--- config.mk ---
export PLATFORM = sky130hd
export DESIGN_NAME = pc_fetch_sequencer
export DESIGN_NICKNAME = d
export VERILOG_FILES = /design/src/rtl/pc_fetch_sequencer.sv
export SDC_FILE = /design/constraint.sdc
export NUM_CORES = 1
export LEC_CHECK = 0
export ABC_AREA = 1
export CAP_MARGIN = 20
export CORE_MARGIN = 2
export CORE_UTILIZATION = 30
export CTS_BUF_LIST = sky130_fd_sc_hd__clkbuf_8
export DETAILED_ROUTE_END_ITERATION = 16
export PLACE_DENSITY = 0.59
export SYNTH_ARGS = -nofsm -noshare
export SYNTH_HDL_FRONTEND = slang
export SYNTH_SLANG_ARGS = --single-unit
--- constraint.sdc ---
create_clock -name clk -period 3.4 [get_ports clk]
set_clock_uncertainty 0.2 [all_clocks]
set_input_delay 0.85 -clock clk [delete_from_list [all_inputs] [get_ports clk]]
set_output_delay 0.85 -clock clk [all_outputs]
set_load 0.02 [all_outputs]
--- src/rtl/pc_fetch_sequencer.sv ---
// pc_fetch_sequencer
//   Program-counter owner and instruction-fetch sequencer for the RV32I core.
//   Each instruction runs FETCH (request held until imem_ready) and then EXEC
//   (held while stall is high). At commit the next PC is picked from halt,
//   JALR, JAL/taken branch or sequential. A target with bit 1 set is
//   redirected to TRAP_PC with a one-cycle trap pulse.
//
// Ports
//   clk, rst_n                 clock, asynchronous active-low reset
//   imem_req/imem_addr         fetch request and address (address = pc)
//   imem_ready/imem_rdata      fetch completion and fetched word
//   instr/instr_valid          registered instruction and EXEC indicator
//   pc/pc_plus4                current instruction address and link value
//   base_sel                   jump-base mux select (1 = rs1, JALR in EXEC)
//   is_branch, branch_taken,
//   is_jal, is_jalr, imm, rs1  decoded control and operands for instr
//   stall                      holds commit while execute is busy
//   halt                       ecall/ebreak: stop after commit
//   trap                       pulse after a misaligned-target redirect
//   halted                     sequencer stopped until reset
module pc_fetch_sequencer #(
   parameter logic [31:0] RESET_PC = 32'h0000_0000,
   parameter logic [31:0] TRAP_PC  = 32'h0000_0100
) (
   input  logic        clk,
   input  logic        rst_n,
   output logic        imem_req,
   output logic [31:0] imem_addr,
   input  logic        imem_ready,
   input  logic [31:0] imem_rdata,
   output logic [31:0] instr,
   output logic        instr_valid,
   output logic [31:0] pc,
   output logic [31:0] pc_plus4,
   output logic        base_sel,
   input  logic        is_branch,
   input  logic        branch_taken,
   input  logic        is_jal,
   input  logic        is_jalr,
   input  logic [31:0] imm,
   input  logic [31:0] rs1,
   input  logic        stall,
   input  logic        halt,
   output logic        trap,
   output logic        halted
);

   localparam logic [31:0] NOP = 32'h0000_0013;

   typedef enum logic [1:0] {
      S_RESET = 2'd0,
      S_FETCH = 2'd1,
      S_EXEC  = 2'd2,
      S_HALT  = 2'd3
   } state_t;

   state_t      state_q, state_d;
   logic [31:0] pc_q, pc_d;
   logic [31:0] instr_q, instr_d;
   logic        trap_q, trap_d;
   logic [31:0] target;

   // Jump/branch target selection. JALR wins over JAL; branch_taken only
   // matters for branches. Additions wrap modulo 2^32.
   function automatic logic [31:0] next_target(
      input logic [31:0]        cur_pc,
      input logic [31:0]        base_rs1,
      input logic signed [31:0] offset,
      input logic               f_jalr,
      input logic               f_jal,
      input logic               f_branch,
      input logic               f_taken
   );
      logic [31:0] t;
      if (f_jalr)
         t = (base_rs1 + $unsigned(offset)) & 32'hFFFF_FFFE;
      else if (f_jal || (f_branch && f_taken))
         t = cur_pc + $unsigned(offset);
      else
         t = cur_pc + 32'd4;
      return t;
   endfunction

   assign target = next_target(pc_q, rs1, $signed(imm), is_jalr, is_jal,
                               is_branch, branch_taken);

   // State and datapath registers
   always_ff @(posedge clk or negedge rst_n) begin
      if (!rst_n) begin
         state_q <= S_RESET;
         pc_q    <= RESET_PC;
         instr_q <= NOP;
         trap_q  <= 1'b0;
      end else begin
         state_q <= state_d;
         pc_q    <= pc_d;
         instr_q <= instr_d;
         trap_q  <= trap_d;
      end
   end

   // Next-state and next-PC logic
   always_comb begin
      state_d = state_q;
      pc_d    = pc_q;
      instr_d = instr_q;
      trap_d  = 1'b0;
      case (state_q)
         S_RESET: state_d = S_FETCH;
         S_FETCH: begin
            if (imem_ready) begin
               instr_d = imem_rdata;
               state_d = S_EXEC;
            end
         end
         S_EXEC: begin
            if (!stall) begin
               if (halt) begin
                  pc_d    = pc_q + 32'd4;
                  state_d = S_HALT;
               end else begin
                  // Only bit 1 is checked: bit 0 of JALR targets is already
                  // cleared, and branch/JAL offsets are even by encoding.
                  if (target[1]) begin
                     pc_d   = TRAP_PC;
                     trap_d = 1'b1;
                  end else begin
                     pc_d = target;
                  end
                  state_d = S_FETCH;
               end
            end
         end
         S_HALT:  state_d = S_HALT;
         default: state_d = S_RESET;
      endcase
   end

   // Outputs are decoded from registered state, so they return to reset
   // values as soon as rst_n falls.
   assign imem_req    = (state_q == S_FETCH);
   assign imem_addr   = pc_q;
   assign instr       = instr_q;
   assign instr_valid = (state_q == S_EXEC);
   assign pc          = pc_q;
   assign pc_plus4    = pc_q + 32'd4;
   assign base_sel    = (state_q == S_EXEC) && is_jalr;
   assign trap        = trap_q;
   assign halted      = (state_q == S_HALT);

endmodule

==> impl_metrics.py <==
metrics = {
    "clock_tree": {
        "max-clock-path-buffers": 2,
        "cts_buffers": 9,
        "cts_hold_buf": 0,
        "tritoncts": "yes",
        "cts-htree-levels": 3,
        "clkTransAtPathRegs_ns": 0.08,
        "worst_skew_pair.late_latency_ns": 0.36,
        "clockRootBuffer": "clkbuf_8",
        "clock_sinks": 66,
    },
    "critical_path": {
        "cp.required_ns": 2.35,
        "path_cells": "nand2_1 -> nor3_1 -> buf_4 -> nand3_1 -> xor2_1 -> buf_4 -> inv_1 -> dlygate4sd2_1",
        "r2r-end": "imem_addr[13]$_DFFE_PN0P_",
        "cp-endpoint": "pc_plus4[19]",
        "slowest_stage": "dfrtp_1",
        "startpoint_type": "register",
        "r2r_cells": 14,
        "path_max_fanout": 4,
        "critPathTopFamily": "buffers and inverters",
        "cpMostUsedCell": "buf_4",
        "arrival_ns": 2.26,
        "critPathKind": "register to output port",
        "crit_cells": 8,
        "cp-startpoint": "imem_addr[14]$_DFFE_PN0P_",
        "reg2reg_from": "imem_addr[10]$_DFFE_PN0P_",
        "rrSetupSlack_ns": 0.46,
        "end_kind": "output port",
        "path_buf_inv": 4,
        "critical-path-max-stage-delay_ns": 0.42,
    },
    "routing": {
        "routed-via-count": 11000,
        "avgViaCountPerCell": 4.93,
        "drtIter0Drc": 1034,
        "drt_first_pass_iters": 6,
        "wl_per_cell_um": 18.1,
        "ant_nets": 0,
        "remaining_drc_errors": 0,
        "wl_mm": 40.4,
    },
    "sta": {
        "hold_viol_final": 0,
        "period_needed_ns": 3.31,
        "tightest_slew_ns": 0.893,
        "finalSetupViolations": 0,
        "clock.fmax_ghz": 0.302,
        "slew_violations": 0,
        "finalCritPeriodShare_pct": 97.4,
        "slew_headroom_pct": 40.5,
        "rsz0062_at_grt": "true",
    },
    "global_routing": {
        "grt_pass1_vias": 10500,
        "gr-total-overflow": 0,
        "grt_pass1_wl_mm": 61.2,
        "antenna_found_initial": 0,
        "grt_util_all_layers_pct": 26.2,
        "grt_max_degree": 38,
    },
    "run_status": {
        "status": "finished, final reports clean",
    },
    "floorplan": {
        "design.die.area_um2": 30500,
        "core_area_um2": 28700,
        "ios": 238,
        "die_h_um": 175,
        "start_util_pct": 30.5,
        "die_x_um": 175,
        "fp-row-count": 62,
    },
    "logic_synthesis": {
        "syn_area_per_cell_um2": 5.94,
        "synth-adder-area-share_pct": 9.10,
        "synth_cells": 1472,
        "ys_types": 47,
        "async_flop_share_pct": 100,
        "synth_top_family_by_area": "simple AND/OR/NAND/NOR gates",
        "syn_area_um2": 8740,
        "yosys_warnings": 0,
        "synth.area.mux_share_pct": 4.12,
        "synth-xor-area-share_pct": 3.01,
        "synthSimpleGateAreaFrac_pct": 37.3,
        "yosysSeqAreaShare_pct": 18.9,
        "synth-compound-area-share_pct": 12.4,
        "ys_ff_latch": 66,
        "synth_edf_count": 0,
        "synth_top_flop_cell": "dfrtp_1",
    },
    "run": {
        "cap_violations": 0,
    },
    "finish": {
        "layout_commonest_cell": "nand2_1",
        "multi_input_area_um2": 5900,
        "regArea_um2": 1670,
        "fillers": 3057,
        "nNetsFinal": 2010,
        "area_growth_pct": 47.6,
        "drive_above_1_share_pct": 15.6,
        "final_util_pct": 44.9,
        "diodes": 0,
        "most-common-layout-cells": "nand2_1, inv_1, clkdlybuf4s50_1",
    },
    "worst_hold_path": {
        "hp-class": "register to register",
    },
    "placement": {
        "io_buffers": 234,
        "gp_congestion": 0.980,
        "place_hpwl_mm": 34.7,
    },
    "power": {
        "p_total_mw": 9.87,
        "ir_drop_mv": 0.281,
        "powerDensity_nw_per_um2": 765,
        "leakagePower_nw": 6.73,
    },
}
[timing repair]
item / 4_1_cts / 5_1_grt
buffers inserted: 2 / 7
endpoints found under the setup margin: 25 / 21
pin swaps: 2 / 7
gates resized for setup: 44 / 31
[per-layer routing]
layer	vias up	global-route usage (%)	wire, um
met5	-	0	0
met4	0	7.53	1070
met3	52	3.44	3170
met2	512	45.1	18900
met1	5038	34.3	17200
li1	5396	-	-
[worst reg2reg max path, stage by stage, from the launching register on]
cell      delay (ns)
dfrtp_2         0.49
buf_4           0.21
ha_1            0.45
nand4_1         0.24
nor2_1          0.15
nand2_1         0.06
nand3_1         0.20
inv_1           0.08
nand2_1         0.06
nand2_1         0.05
o211ai_1        0.27
buf_4           0.17
nand2_1         0.06
nand2_1         0.06
o21ai_0         0.07
[registers in the layout (all words and copies together) (netlist names)]
register,cells
instr,32
imem_addr,31
state_q,2
trap,1
[synth_stat cells (2+ instances only)]
cell      instances  area [um2]
a21o_1            2        15.0
nor2_4            2        22.5
a21oi_2           2        17.5
o21bai_1         15         113
a21boi_0          3        22.5
nor3_1           28         140
buf_2             4        20.0
a22oi_1           3        22.5
o21ai_2           2        17.5
nand2_1         455        1710
mux2_2           32         360
xnor2_1           7        61.3
dfstp_2           3        78.8
nand4_1          16         100
nand3b_1          4        30.0
o211ai_1          8        60.1
nor4_1            2        12.5
nand2_2           5        31.3
clkbuf_1         10        37.5
ha_1             62         776
or2_2             5        31.3
a21oi_1          81         405
a21boi_1          7        52.6
and2_1            3        18.8
nor3_4            2        32.5
o21ai_0          61         305
inv_2             4        15.0
buf_4            35         263
dfrtp_1          63        1580
nand3_1         124         621
buf_1             4        15.0
nor3_2            3        30.0
nor2_1          128         480
xor2_1           23         201
inv_1           252         946
[cells by family (layout without fill, tap and decap cells)]
| kind of cell | after synthesis | after routing |
|---|---|---|
| buf+inv | 312 | 685 |
| fa+ha+maj | 63 | 63 |
| mux | 32 | 32 |
| other cells | 1 | 3 |
| flops | 66 | 66 |
| xor+xnor | 30 | 30 |
| compound gates | 191 | 191 |
| simple gates | 777 | 777 |
[report_power, final]
group / internal, mW / leakage (nW) / switching, mW
Combinational: 3.18 / 5.86 / 4.42
Sequential: 1.17 / 0.762 / 0.327
Clock: 0.420 / 0.115 / 0.360
Total: 4.77 / 6.73 / 5.10
[worst min-delay path by stage]
| stage | startpoint | end | slack (ns) | depth (start not counted) |
|---|---|---|---|---|
| 5_1_grt | instr[16]$_DFFE_PN0P_ | instr[16]$_DFFE_PN0P_ | 0.32 | 1 |
| 4_1_cts | instr[16]$_DFFE_PN0P_ | instr[16]$_DFFE_PN0P_ | 0.31 | 1 |
| 6_report | instr[16]$_DFFE_PN0P_ | instr[16]$_DFFE_PN0P_ | 0.31 | 1 |
| 3_5_place_dp | instr[24]$_DFFE_PN0P_ | instr[24]$_DFFE_PN0P_ | 0.29 | 1 |
| 2_1_floorplan | state_q[0]$_DFFE_PN0P_ | state_q[1]$_DFFE_PN0P_ | 0.31 | 2 |
| 3_3_place_gp | instr[9]$_DFFE_PN0P_ | instr[9]$_DFFE_PN0P_ | 0.29 | 1 |
[per-stage QoR]
step	TNS (ns)	cell area (um2)	worst slack, ns	cells	hold WS (ns)
final	0	12900	0.0874	2231	0.306
after global routing	-0.0698	12900	-0.0187	2231	0.318
after CTS	0	12800	0.00988	2224	0.308
after detailed placement	-0.896	12500	-0.198	2206	0.292
after global placement	-1.08	12500	-0.186	2206	0.286
after floorplan	0	8750	0.597	1474	0.309
[cell type report]
type / instances / area share (%)
Tap cell: 384 / 3.73
Inverter: 257 / 7.48
Sequential cell: 66 / 12.9
Multi-Input combinational cell: 1096 / 45.8
Clock inverter: 7 / 0.795
Timing Repair Buffer: 412 / 28.4
Clock buffer: 9 / 0.960
Power figures use the tool's default switching activity.
